<file path="config.mk">
export PLATFORM = sky130hd
export DESIGN_NAME = bcd_convert_sequencer
export DESIGN_NICKNAME = d
export VERILOG_FILES = /design/src/rtl/bcd_seq_pkg.sv /design/src/rtl/bcd_digit_xlat.sv /design/src/rtl/bcd_convert_sequencer.sv
export SDC_FILE = /design/constraint.sdc
export NUM_CORES = 1
export LEC_CHECK = 0
export CAP_MARGIN = 20
export CORE_UTILIZATION = 31
export DETAILED_ROUTE_END_ITERATION = 7
export GPL_TIMING_DRIVEN = 0
export PLACE_DENSITY = 0.58
export RECOVER_POWER = 50
export SYNTH_ARGS = -nofsm -noshare
export SYNTH_HDL_FRONTEND = slang
export SYNTH_SLANG_ARGS = --single-unit
</file>
<file path="constraint.sdc">
create_clock -name clk -period 2.3 [get_ports clk]
set_clock_uncertainty 0.15 [all_clocks]
set_input_delay 0.46 -clock clk [delete_from_list [all_inputs] [get_ports clk]]
set_output_delay 0.46 -clock clk [all_outputs]
set_load 0.01 [all_outputs]
</file>
<file path="src/rtl/bcd_seq_pkg.sv">
// Shared definitions for the BCD sequencer slice: FSM state encoding,
// digit width and the excess-3 conversion constants.
package bcd_seq_pkg;

  typedef enum logic [1:0] {
    IDLE = 2'd0,
    CONV = 2'd1,
    DONE = 2'd2
  } state_t;

  localparam int          DIGIT_W    = 4;
  localparam logic [3:0]  XS3_OFFSET = 4'd3;
  localparam logic [3:0]  ERR_CODE   = 4'hF;  // never produced by a legal digit
  localparam logic [3:0]  MAX_DIGIT  = 4'd9;

endpackage : bcd_seq_pkg

</file>
<file path="src/rtl/bcd_digit_xlat.sv">
// Combinational single-digit 8421 -> excess-3 converter, shared by all
// digit positions of the sequencer.
//
// Optional feature macro: BCD_SEQ_ERR_CHECK_EN
//   defined   : digits 10..15 produce code ERR_CODE and err=1
//   undefined : no range check, code = (digit + 3) mod 16, err=0
//
// Ports:
//   digit  in   4  BCD digit
//   code   out  4  excess-3 code
//   err    out  1  digit out of range (only with BCD_SEQ_ERR_CHECK_EN)
module bcd_digit_xlat
  import bcd_seq_pkg::*;
(
  input  logic [DIGIT_W-1:0] digit,
  output logic [DIGIT_W-1:0] code,
  output logic               err
);

  always_comb begin
    // NOTE: every output gets a default at the top of a combinational block,
    // so no path leaves it unassigned and no latch is inferred.
    code = digit + XS3_OFFSET;  // 4-bit add, wraps for 13..15
    err  = 1'b0;
`ifdef BCD_SEQ_ERR_CHECK_EN
    if (digit > MAX_DIGIT) begin
      code = ERR_CODE;
      err  = 1'b1;
    end
`endif
  end

endmodule : bcd_digit_xlat

</file>
<file path="src/rtl/bcd_convert_sequencer.sv">
// Converts a packed multi-digit BCD word to excess-3 by time-sharing one
// digit converter, one digit per clock, least-significant digit first.
// Upstream and downstream use valid/ready handshakes.
//
// Optional feature macro: BCD_SEQ_ERR_CHECK_EN (range check in bcd_digit_xlat)
//
// Ports:
//   clk        in   1           system clock, rising edge
//   rst_n      in   1           asynchronous active-low reset
//   in_valid   in   1           upstream word valid
//   in_ready   out  1           block can accept a word (IDLE)
//   in_bcd     in   4*DIGITS    packed BCD word, digit 0 in [3:0]
//   out_valid  out  1           converted word valid (DONE)
//   out_ready  in   1           downstream accepts word
//   out_code   out  4*DIGITS    excess-3 word, digit i in [4i+3:4i]
//   out_err    out  DIGITS      per-digit invalid-input flag
//   busy       out  1           high in CONV or DONE
module bcd_convert_sequencer
  import bcd_seq_pkg::*;
#(
  parameter int DIGITS = 4
) (
  input  logic                        clk,
  input  logic                        rst_n,
  input  logic                        in_valid,
  output logic                        in_ready,
  input  logic [DIGIT_W*DIGITS-1:0]   in_bcd,
  output logic                        out_valid,
  input  logic                        out_ready,
  output logic [DIGIT_W*DIGITS-1:0]   out_code,
  output logic [DIGITS-1:0]           out_err,
  output logic                        busy
);

  localparam int               IDX_W    = (DIGITS > 1) ? $clog2(DIGITS) : 1;
  localparam logic [IDX_W-1:0] LAST_IDX = IDX_W'(DIGITS - 1);

  state_t                      state;
  logic [IDX_W-1:0]            idx;
  logic [DIGIT_W*DIGITS-1:0]   in_reg;
  logic [DIGIT_W-1:0]          cur_digit;
  logic [DIGIT_W-1:0]          cur_code;
  logic                        cur_err;

  // Handshake/status outputs decode the state register only, so neither
  // in_valid nor out_ready reaches them combinationally.
  assign in_ready  = (state == IDLE);
  assign out_valid = (state == DONE);
  assign busy      = (state == CONV) || (state == DONE);

  assign cur_digit = in_reg[DIGIT_W*int'(idx) +: DIGIT_W];

  bcd_digit_xlat u_xlat (
    .digit (cur_digit),
    .code  (cur_code),
    .err   (cur_err)
  );

  // NOTE: the captured word is a handful of flops, not a RAM, so it is reset
  // along with everything else; a reset mid-word then leaves no stale data.
  always_ff @(posedge clk or negedge rst_n) begin
    if (!rst_n) begin
      state    <= IDLE;
      idx      <= '0;
      in_reg   <= '0;
      out_code <= '0;
      out_err  <= '0;
    end else begin
      // NOTE: state is updated with non-blocking assignments so every flop
      // samples pre-edge values regardless of statement order.
      case (state)
        IDLE: begin
          if (in_valid) begin
            in_reg  <= in_bcd;
            idx     <= '0;
            out_err <= '0;
            state   <= CONV;
          end
        end
        CONV: begin
          out_code[DIGIT_W*int'(idx) +: DIGIT_W] <= cur_code;
          out_err[idx]                           <= cur_err;
          idx                                    <= idx + 1'b1;
          if (idx == LAST_IDX) begin
            state <= DONE;
          end
        end
        DONE: begin
          if (out_ready) begin
            state <= IDLE;
          end
        end
        default: state <= IDLE;
      endcase
    end
  end

endmodule : bcd_convert_sequencer
</file>
==> results.toml <==
[run_status]
status = "finished clean"

[global_routing]
grt_pass1_wl_um = 6127
grt_pass1_vias = 1281
antenna_found_initial = 0
track_usage_pct = 12.99
gr-total-overflow = 0
grt_max_degree = 40

[synth]
synth_edf_count = 0
synth-adder-area-share_pct = 8.186
syn_area_um2 = 1834
synth_ff_type = "dfrtp_1"
synth_cells = 146
synth_top_family_by_area = "multiplexers"
synth-async-reset-ratio_pct = 100.0
synth_xor_area_share_pct = 0.9550
synth.mux.area_fraction_pct = 15.55
yosysUniqueCellTypes = 27
synth-compound-area-share_pct = 9.482
synth_seq_area_share_pct = 54.57
synth_nets = 178
syn_area_per_cell_um2 = 12.56
synth_seq_cells = 40
yosys.area_share.simple_pct = 7.981
synth_warnings = 0

[sta]
maxSlewViolCount = 0
rsz0062_at_grt = "no"
hold_viol = 0
fin_crit_sh_pct = 94.90
min_period_ps = 2183
setup_viol = 0
relSlewSlack_pct = 35.50
max_freq_mhz = 458.2
setup_slack_ps = 117.4
tightest_slew_ps = 967.4

[final_layout]
syn_to_final_growth_pct = 33.56
num_antenna_cells = 0
n_fill_cell = 553
mostFrequentLayoutCells = "dfrtp_1 (39), clkdlybuf4s50_1 (39), nand2_1 (18)"
post_route_cells_drive_above_1_share_pct = 17.68
nets = 229

[critical_path]
crit_path_start_kind = "register"
arrival_ps = 1570
crit_required_ps = 1690
cp-end-kind = "primary output"
slowest_stage = "clkdlybuf4s50_1"
cpPeakStageDelay_ps = 530
path_class = "reg2out"
cp_max_fo = 3
crit_chain = "inv_1 -> ha_2 -> clkdlybuf4s50_1"

[place]
pre_cts_ws_ps = 6.720
io_buffer_count = 42
gp_congestion = 0.7130
place.detailed.hpwl_um = 2634

[route]
viasPerCell = 4.626
vias = 1249
drc = 0
routedWlPerCell_um = 13.08
ant_nets = 0
drtIter0Drc = 54
finalWirelength_um = 3531
drt_pre_antenna_iters = 4

[cts]
clk_latency_ps = 290
tritoncts = "yes"
numCtsBuffers = 5
post_cts_buffers = 0
htree_levels = 2
cts_num_sinks = 40
cts_buffer_depth = 2
cts_root_buf = "clkbuf_8"
clk_pin_slew_ps = 80

[floorplan]
die_w_um = 78.92
coreArea_um2 = 5608
die_y_um = 78.92
die-area_um2 = 6228
io_pins = 43
row_count = 27
initial_core_util_pct = 32.71

[pwr]
power_density_nw_per_um2 = 1304
ir_drop_uv = 521.7
power.total_uw = 3195
leakagePower_uw = 0.001093

[job]
drv_cap = 0

[min_path]
worstHoldPathType = "in2async"
-- stage by stage --
step | hold slack, ps | instances | setup TNS, ps | instance area, µm² | util, %
final | 317.4 | 270 | 0 | 2450 | 43.69
after global routing | 330.3 | 270 | 0 | 2450 | 43.69
after CTS | 325.9 | 270 | 0 | 2462 | 43.91
after detailed placement | 112.7 | 261 | 0 | 2360 | 42.08
after global placement | 318.1 | 260 | -17140 | 2345 | 41.81
after floorplan | 14.41 | 146 | 0 | 1834 | -
-- power by group --
group | switching (µW) | total, µW | internal [µW]
Clock | 239 | 478 | 239
Combinational | 772 | 1570 | 801
Sequential | 167 | 1140 | 977
Total | 1180 | 3190 | 2020
-- routing by layer --
layer	vias to the layer above	global-route usage, %	share of wire (%)
li1	607	-	-
met1	593	16.84	48
met2	41	20.17	44
met3	8	3.908	6.3
met4	0	5.455	1.6
met5	-	0	0
-- Yosys cell counts, types with 2 or more instances --
| library cell | n | area [µm²] |
|---|---|---|
| clkbuf_1 | 2 | 7.510 |
| nand2_1 | 18 | 67.56 |
| o21ai_0 | 13 | 65.06 |
| mux4_2 | 3 | 67.56 |
| dfrtp_1 | 40 | 1001 |
| ha_1 | 12 | 150.1 |
| a32o_1 | 2 | 20.02 |
| o21a_1 | 4 | 30.03 |
| a22o_1 | 3 | 26.28 |
| nor2b_1 | 5 | 31.28 |
| mux2_2 | 17 | 191.4 |
| inv_1 | 11 | 41.29 |
| nor2_1 | 2 | 7.510 |
-- area by class of cell --
type                    instances  area (µm²)  area share [%]
flip-flops and latches         40        1002           40.91
repair buffers                 44       429.2           17.52
inverters                      11       41.29           1.685
clock inverters                 2       10.01          0.4086
multi-input cells              92       775.7           31.66
plain buffers                   3       18.77          0.7661
clock buffers                   6       82.58           3.371
well taps                      72       90.09           3.677
-- cells by family after synthesis --
group	count (synthesis)
xor+xnor	2
simple gates	31
flops	40
mux	21
fa+ha+maj	12
compound gates	26
buf+inv	14
-- final timing paths --
check	start	endpoint	slack (ps)	depth (start not counted)
min in group clk	out_code[9]$_DFFE_PN0P_	out_code[9]$_DFFE_PN0P_	330	2
max	state[1]$_DFFE_PN0P_	busy	120	3
min reg2reg	out_code[9]$_DFFE_PN0P_	out_code[9]$_DFFE_PN0P_	330	2
min	rst_n	out_err[1]$_DFFE_PN0P_	320	2
max in group asynchronous	rst_n	idx[0]$_DFFE_PN0P_	510	3
max reg2reg	idx[0]$_DFFE_PN0P_	out_code[14]$_DFFE_PN0P_	120	6
-- critical path: cells and delay by family (launching register included) --
| family | cells | cell delay, ps |
|---|---|---|
| adder cells (fa/ha/maj) | 1 | 310 |
| buffers and inverters | 2 | 600 |
| flip-flops | 1 | 370 |
-- timing repair --
action	CTS	global route
hold buffers	1	0
gates resized for setup	0	2
endpoints found under the hold margin	1	0
setup endpoints to repair	0	3
Power figures use the tool's default switching activity.
